<file path="src/rtl/bank_line_reader_pkg.sv">
// Shared definitions for the line-bank reader: FSM state encoding and default pixel width.
package bank_line_reader_pkg;

   localparam int DEFAULT_DATA_WIDTH = 24;

   typedef enum logic [1:0] {
      ST_IDLE  = 2'd0,
      ST_READ  = 2'd1,
      ST_DRAIN = 2'd2
   } state_t;

endpackage

</file>
<file path="src/rtl/line_reader_fifo.sv">
// Small synchronous FIFO holding {tlast, pixel} words between the bank read port and the
// AXI-Stream output. The read side shows zero whenever the FIFO is empty.
module line_reader_fifo #(
   parameter int WIDTH       = 25,
   parameter int DEPTH       = 2,
   parameter int COUNT_WIDTH = $clog2(DEPTH + 1)
) (
   input  logic                   clk,
   input  logic                   rst,
   input  logic                   push,
   input  logic [WIDTH-1:0]       push_data,
   input  logic                   pop,
   output logic                   valid,
   output logic [WIDTH-1:0]       pop_data,
   output logic [COUNT_WIDTH-1:0] count
);

   localparam int PW = (DEPTH > 1) ? $clog2(DEPTH) : 1;
   localparam logic [PW-1:0] LAST_IDX = PW'(DEPTH - 1);
   localparam logic [COUNT_WIDTH-1:0] FULL_COUNT = COUNT_WIDTH'(DEPTH);

   logic [WIDTH-1:0] mem [DEPTH];
   logic [PW-1:0]    wr_ptr;
   logic [PW-1:0]    rd_ptr;
   logic             full;
   logic             do_pop;

   assign valid    = (count != '0);
   assign full     = (count == FULL_COUNT);
   assign do_pop   = pop && valid;
   assign pop_data = valid ? mem[rd_ptr] : '0;

   // Pointers wrap explicitly so non-power-of-two depths work too.
   always_ff @(posedge clk) begin
      if (rst) begin
         wr_ptr <= '0;
         rd_ptr <= '0;
         count  <= '0;
      end else begin
         if (push) begin
            wr_ptr <= (wr_ptr == LAST_IDX) ? '0 : wr_ptr + PW'(1);
         end
         if (do_pop) begin
            rd_ptr <= (rd_ptr == LAST_IDX) ? '0 : rd_ptr + PW'(1);
         end
         case ({push, do_pop})
            2'b10:   count <= count + COUNT_WIDTH'(1);
            2'b01:   count <= count - COUNT_WIDTH'(1);
            default: count <= count;
         endcase
      end
   end

   always_ff @(posedge clk) begin
      if (push) begin
         mem[wr_ptr] <= push_data;
      end
   end

   // The reader's issue throttle guarantees room for every returning read.
   always_ff @(posedge clk) begin
      if (!rst) begin
         assert (!(push && full));
      end
   end

endmodule

</file>
<file path="src/rtl/bank_line_reader.sv">
// Reads one line of pixels from a block-RAM line bank and streams it out on AXI-Stream,
// hiding the bank's one-cycle read latency behind a small skid FIFO.
module bank_line_reader
   import bank_line_reader_pkg::*;
#(
   parameter int DATA_WIDTH = DEFAULT_DATA_WIDTH,
   parameter int ADDR_WIDTH = 32,
   parameter int LEN_WIDTH  = 12,
   parameter int FIFO_DEPTH = 2
) (
   input  logic                  clk,
   input  logic                  rst,
   input  logic                  start,
   input  logic [ADDR_WIDTH-1:0] base_addr,
   input  logic [LEN_WIDTH-1:0]  line_len,
   output logic                  busy,
   output logic                  done,
   output logic                  bank_cs,
   output logic                  bank_re,
   output logic [ADDR_WIDTH-1:0] bank_raddr,
   input  logic [DATA_WIDTH-1:0] bank_dout,
   output logic                  m_axis_tvalid,
   input  logic                  m_axis_tready,
   output logic [DATA_WIDTH-1:0] m_axis_tdata,
   output logic                  m_axis_tlast
);

   localparam int CW = $clog2(FIFO_DEPTH + 1);
   localparam logic [CW:0] DEPTH_W = (CW + 1)'(FIFO_DEPTH);
   localparam logic [LEN_WIDTH-1:0] LEN_ONE = LEN_WIDTH'(1);

   state_t                state;
   logic [ADDR_WIDTH-1:0] addr_q;
   logic [LEN_WIDTH-1:0]  remaining;
   logic                  inflight;
   logic                  inflight_last;
   logic                  done_q;

   logic [CW-1:0]         fifo_count;
   logic                  fifo_valid;
   logic [DATA_WIDTH:0]   fifo_word;
   logic                  pop;
   logic                  issue;
   logic [CW:0]           occupancy;
   logic [CW:0]           limit;

   // A read is issued in the same cycle the room check passes, so a pop this cycle frees
   // a slot immediately and a two-entry FIFO sustains one pixel per cycle.
   assign pop       = m_axis_tvalid & m_axis_tready;
   assign occupancy = {1'b0, fifo_count} + {{CW{1'b0}}, inflight};
   assign limit     = DEPTH_W + {{CW{1'b0}}, pop};
   assign issue     = (state == ST_READ) && (occupancy < limit);

   assign bank_re       = issue;
   assign bank_cs       = issue;
   assign bank_raddr    = addr_q;
   assign busy          = (state != ST_IDLE);
   assign done          = done_q;
   assign m_axis_tvalid = fifo_valid;
   assign m_axis_tdata  = fifo_word[DATA_WIDTH-1:0];
   assign m_axis_tlast  = fifo_word[DATA_WIDTH];

   always_ff @(posedge clk) begin
      if (rst) begin
         state         <= ST_IDLE;
         addr_q        <= '0;
         remaining     <= '0;
         inflight      <= 1'b0;
         inflight_last <= 1'b0;
         done_q        <= 1'b0;
      end else begin
         done_q        <= 1'b0;
         inflight      <= issue;
         inflight_last <= issue && (remaining == LEN_ONE);
         case (state)
            ST_IDLE: begin
               if (start && (line_len != '0)) begin
                  addr_q    <= base_addr;
                  remaining <= line_len;
                  state     <= ST_READ;
               end
            end
            ST_READ: begin
               if (issue) begin
                  addr_q    <= addr_q + ADDR_WIDTH'(1);
                  remaining <= remaining - LEN_ONE;
                  if (remaining == LEN_ONE) begin
                     state <= ST_DRAIN;
                  end
               end
            end
            ST_DRAIN: begin
               if (pop && m_axis_tlast) begin
                  state  <= ST_IDLE;
                  done_q <= 1'b1;
               end
            end
            default: state <= ST_IDLE;
         endcase
      end
   end

   line_reader_fifo #(
      .WIDTH       (DATA_WIDTH + 1),
      .DEPTH       (FIFO_DEPTH),
      .COUNT_WIDTH (CW)
   ) u_fifo (
      .clk       (clk),
      .rst       (rst),
      .push      (inflight),
      .push_data ({inflight_last, bank_dout}),
      .pop       (pop),
      .valid     (fifo_valid),
      .pop_data  (fifo_word),
      .count     (fifo_count)
   );

endmodule

</file>
<file path="config.mk">
export PLATFORM = sky130hd
export DESIGN_NAME = bank_line_reader
export DESIGN_NICKNAME = d
export VERILOG_FILES = /design/src/rtl/bank_line_reader_pkg.sv /design/src/rtl/line_reader_fifo.sv /design/src/rtl/bank_line_reader.sv
export SDC_FILE = /design/constraint.sdc
export NUM_CORES = 1
export LEC_CHECK = 0
export CELL_PAD_IN_SITES_DETAIL_PLACEMENT = 1
export CELL_PAD_IN_SITES_GLOBAL_PLACEMENT = 1
export CORE_ASPECT_RATIO = 0.6
export CORE_MARGIN = 3
export CORE_UTILIZATION = 40
export CTS_CLUSTER_SIZE = 28
export DETAILED_ROUTE_END_ITERATION = 7
export PLACE_DENSITY_LB_ADDON = 0.1
export SYNTH_ARGS = -nofsm -noshare
export SYNTH_HDL_FRONTEND = slang
export SYNTH_SLANG_ARGS = --single-unit
</file>
<file path="constraint.sdc">
create_clock -name clk -period 3.1 [get_ports clk]
set_input_delay 0.62 -clock clk [delete_from_list [all_inputs] [get_ports clk]]
set_output_delay 0.62 -clock clk [all_outputs]
set_load 0.02 [all_outputs]
</file>
# Word level (Yosys, flattened, before mapping)
# Memories as Yosys holds them, arrays and structs flattened. A register that Yosys moved wholly into a read port is not among the register bits.
# Index checks and enable logic that the tools add are counted.
# totals
regBits	53
ramBits	50
in_bits	72
out_inout_bits	62
elab_cells	64
memories	1
# memory_table
name	words	word_bits	read_ports	rd_ports_with_merged_regs	write_ports	line_no	text
u_fifo.mem	2	25	1	1	1	line_reader_fifo.sv:22	logic [WIDTH-1:0] mem [DEPTH];
# classes
n_addsub	8
magnitude_cmp	1
n_eq_ne	9
mux	20
bitwise	2
n_reduce_logical	14
# op_table
cell	count
two-way mux 32 bit	2
one-hot mux 32 bit (2 select lines)	1
adder 32 x 1 -> 32 bit (second input constant)	1
two-way mux 25 bit	1
two-way mux 12 bit	2
one-hot mux 12 bit (2 select lines)	1
== test 12 x 1 -> 1 bit (second input constant)	1
nonzero test 12 bit	1
subtractor 12 x 1 -> 12 bit (second input constant)	1
two-way mux 2 bit	4
nonzero test 2 bit	4
two-way mux 1 bit	7
inequality test 2 bit (second input constant)	3
one-hot mux 2 bit (3 select lines)	1
logical AND 1 bit	5
== test 2 x 1 -> 1 bit (second input constant)	2
== test 2 bit (second input constant)	2
one-hot mux 2 bit (2 select lines)	1
AND reduction 4 bit	1
adder 2 x 1 -> 3 bit	1
adder 2 x 1 -> 3 bit (first input constant)	1
less-than comparator 3 bit	1
AND reduction 3 bit	1
adder 1 bit (second input constant)	2
7 further kinds	7

# Longest topological paths before layout
# logic_depth
depth_word	7
mapped_depth	9
mapped_depth_nobuf	7

# Hierarchy
# A second synthesis with hierarchy kept.
# unflattened
cells_unflattened	549
hier_area_um2	5266.3
# modules_own_cells
mod	n_inst	cells_each	area_each_um2	seq_area_each_um2
bank_line_reader	1	420	3181.8	980.9
line_reader_fifo	1	129	2084.5	1601.5

# Worst setup path before layout
# Ideal clock, no wire load.
# synth_timing
path_kind	input port to output port
start	input port m_axis_tready
end	output port bank_re
arrival_time_ns	1.833
required_time_ns	2.480
setup_slack_ns	0.647
path_stages	4
n_path_buf	1
path_cell_list	o21ai_1 -> o21a_1 -> nor3_1 -> buf_4
# synth_via
elab_chain_len	4
# synth_lines
item	line_no	text
start, declared	bank_line_reader.sv:23	input logic m_axis_tready,
bitwise AND 1 bit	bank_line_reader.sv:49	assign pop = m_axis_tvalid & m_axis_tready;
adder 2 x 1 -> 3 bit	bank_line_reader.sv:51	assign limit = DEPTH_W + {{CW{1'b0}}, pop};
less-than comparator 3 bit	bank_line_reader.sv:52	assign issue = (state == ST_READ) && (occupancy < limit);
logical AND 1 bit	bank_line_reader.sv:52	
end, declared	bank_line_reader.sv:19	output logic bank_re,
# No other way between the ends.

# Final worst setup path
# layout_timing
start	input port m_axis_tready
end	output port bank_cs
# layout_via
elab_chain_len	4
# layout_lines
item	line_no	text
bitwise AND 1 bit	bank_line_reader.sv:49	
adder 2 x 1 -> 3 bit	bank_line_reader.sv:51	
less-than comparator 3 bit	bank_line_reader.sv:52	
logical AND 1 bit	bank_line_reader.sv:52	
end, declared	bank_line_reader.sv:18	output logic bank_cs,
# No other way between the ends.

==> results.md <==
* Area contributors post-synth: edfxtp_1 (29%), dfxtp_1 (21%), nor2_1 (4.9%)
* Largest family of logic cells by synthesized area: simple AND/OR/NAND/NOR gates
* Met2 wire length at slightly below 8000 um
* Grt ovf at 0
* Mapped Area at 5240 um^2
* Setup Skew at 10.6 ps
* Setup-failing EPs final at 0
* GPL Wtd Cong at between 0.8 and 0.9
* EDFF count, synth at 50
* Synth Net Count at 641
* Most frequent cell after synthesis: nor2_1
* WP depth at 5
* Ys flop type: dfxtp_1
* Period minus WS final at 2860 ps
* Largest net degree at the start of global routing at 93
* Critical path cell sequence: clkdlybuf4s50_1 -> o21ai_1 -> o21a_1 -> nor3_1 -> dlygate4sd2_1
* Hold path depth at 0
* Clock transition at the registers of the reported paths at about 70 ps
* Routed vias at 4976
* Min-Delay Path Class: reg -> reg
* Simple-gate portion of the synthesized area at 20.3%
* Highest Clock Rate at 0.350 GHz
* Yosys Warn Count at 0
* Avg Inst Size Synth at 9.31 um^2
* Initial Util at 42.2%
* Die Span X at roughly 150 um
* Critical-path top delay cell: clkdlybuf4s50_1
* Syn Inst Count at between 500 and 600
* Final-report hold violation count at 0
* Top cells by count, synth: nor2_1 (68), nand2_1 (55), dfxtp_1 (54)
* Compound-gate portion of the synthesized area at 19.0%
* H-Tree Depth at 3
* Num rows at 31
* CTS Buffer Depth at 2
* Inserted Clock Buffers at 9
* Yosys cell types at 62
* Unrepaired setup endpoints after global routing: no
* Crit path kind: in -> out
* Total power at 4.24 mW
* DRT met1 WL at 7950 um
* Final antenna-violating net count at 0
* Power Dens Cells at 603 nW/um^2
* CP startpoint kind: input pin
* Worst vdd ir at 0.000332 V
* FFs w/ async S/R, synth at 0%
* CP max FO at 3
* Worst-Skew Late Latency at between 300 and 400 ps
* Drt via density at ~6
* Number of global-route vias before repair at 5179
* Die footprint at 14600 um^2
* TritonRoute pass-1 iters at 5
* Routed wl met3 at 981 um
* Crit end category: output port
* Clock tree root driver cell: clkbuf_16
* Worst Max-Slew Pin Slew at slightly above 900 ps
* Die Y at 94.7 um
* Yosys reg bits at 104
* Top cell type's share of synthesized area at 28.6%
* Global-route wire length before repair at 27000 um
* Fin util at 56.7%
* N_diodes at 0
* Area leader, netlist: edfxtp_1
* Share of cells above drive strength 1 at 6.56%
* Fill count at 1420
* Uppermost layer routed: met4
* Routed WL per cell at 19.9 um
* CTS tree: done
* Core area at approximately 12000 um^2
* Post-synthesis mux area share at 4.99%
* CP delay by family, top: buffers and inverters
* Slowest stage delay, CP at 530 ps
* IO buf count at 133
* Hpwl dp at 11700 um
* Pins Over Slew Limit at 0
* Required time of the critical path at 2480 ps
* Clock sinks at roughly 100
* DRC at 0
* Slew headroom at 38.5%
* Adder-Cell Fraction of Synth Area at 1.43%
* Post-CTS Setup Bufs at 0
* Number of max-cap violations at 0
* XOR/XNOR Fraction of Synth Area at 0.668%
* Initial antenna violation count at 0
* Buf/Inv on CP at 2
* Sequential share of the synthesized area at 49.2%
* Final WL at roughly 17000 um
* Outcome: finished clean
* Iter 0 DRT Violations at 299
* # IOs at around 130
* Fin nets at about 760
* PostCTS Resize Cnt at 2
* Lkg Pwr at 2.41 nW
* Worst-case reg-to-reg path depth at 6
* Hold-fix buffers, CTS at 0
* GRT Util Overall at 23.1%
* CP Data Arrival Time at approximately 2200 ps
* Area Overhead vs Synth at 34.3%
* Final Cycle Share at 92.2%
==> worst paths after layout <==
kind	from	end	slack (ps)
setup / recovery	m_axis_tready	bank_cs	240
hold / removal	inflight_last	u_fifo.mem[1][24]	480
setup reg to reg	bank_raddr[0]	bank_raddr[28]	510
hold reg to reg	inflight_last	u_fifo.mem[1][24]	480
==> cell families (layout without fill, tap and decap cells) <==
group	Yosys count	after routing
flip-flops	104	104
multiplexers	26	26
adder cells (fa/ha/maj)	6	6
buffers and inverters	54	177
AND/OR/NAND/NOR	217	217
AO/OA/AOI/OAI	152	152
XOR/XNOR	4	4
==> final cells by class <==
type                            instances  area (um^2)  area share [%]
Clock buffer                            9          225            3.20
Clock inverter                          7         70.1           0.995
Inverter                               13         48.8           0.693
Multi-Input combinational cell        405         2450            34.8
Sequential cell                       104         2580            36.7
Tap cell                              165          206            2.93
Timing Repair Buffer                  148         1460            20.7
==> report_power, final <==
| group | internal [mW] | switching, mW |
|---|---|---|
| logic | 0.634 | 0.795 |
| clock network | 0.571 | 0.556 |
| registers | 1.55 | 0.133 |
| total | 2.76 | 1.49 |
==> state kept, by name (all words and copies together), names as in the netlist, named ones only <==
signal,flops
u_fifo.mem,50
bank_raddr,32
remaining,12
state,2
u_fifo.count,2
done,1
inflight,1
inflight_last,1
u_fifo.rd_ptr,1
u_fifo.wr_ptr,1
==> through the flow <==
| step | setup TNS (ps) | setup slack (ps) | hold slack, ps | cell area, um^2 | std cells |
|---|---|---|---|---|---|
| final | 0 | 242 | 477 | 7040 | 851 |
| after global routing | 0 | 228 | 505 | 7040 | 851 |
| after global placement | 0 | 70.3 | 454 | 6750 | 835 |
| after detailed placement | -5.57 | -5.57 | 457 | 6750 | 835 |
| after CTS | 0 | 298 | 470 | 7040 | 851 |
| after floorplan | 0 | 647 | 404 | 5240 | 563 |
==> per-layer routing <==
layer	up-vias	track usage (%)
li1	2330	-
met1	2467	32.2
met2	162	37.1
met3	17	4.44
met4	0	6.10
met5	-	0
==> worst register-to-register path, cell delays in order, from the launching register on <==
cell	delay [ps]
dfxtp_1	460
ha_1	270
and4_1	350
and3_1	620
nand4_1	240
o21a_1	250
o32ai_1	290
==> layout by cell type (no fill, tap or decap), types with 3 or more instances in the layout <==
| cell type | count |
|---|---|
| a21oi_1 | 47 |
| nor4_2 | 3 |
| nand2_1 | 55 |
| a211oi_1 | 4 |
| o31a_1 | 3 |
| o32ai_1 | 10 |
| nor2_1 | 66 |
| o21ai_0 | 9 |
| buf_4 | 13 |
| o21a_1 | 5 |
| nand4_1 | 17 |
| a31oi_1 | 8 |
| inv_6 | 3 |
| a21o_1 | 7 |
| and3_1 | 7 |
| nand3_1 | 15 |
| nor4_1 | 8 |
| clkbuf_16 | 9 |
| inv_1 | 13 |
| and2_1 | 3 |
| o21ai_1 | 25 |
| clkdlybuf4s50_1 | 130 |
| a22o_1 | 3 |
| edfxtp_1 | 50 |
| a31o_1 | 7 |
| nor3_1 | 21 |
| nand4b_1 | 3 |
| ha_1 | 6 |
| a2bb2oi_1 | 4 |
| dfxtp_1 | 54 |
| mux2i_1 | 25 |
| nand2b_1 | 3 |
(Power assumes the default switching activity.)
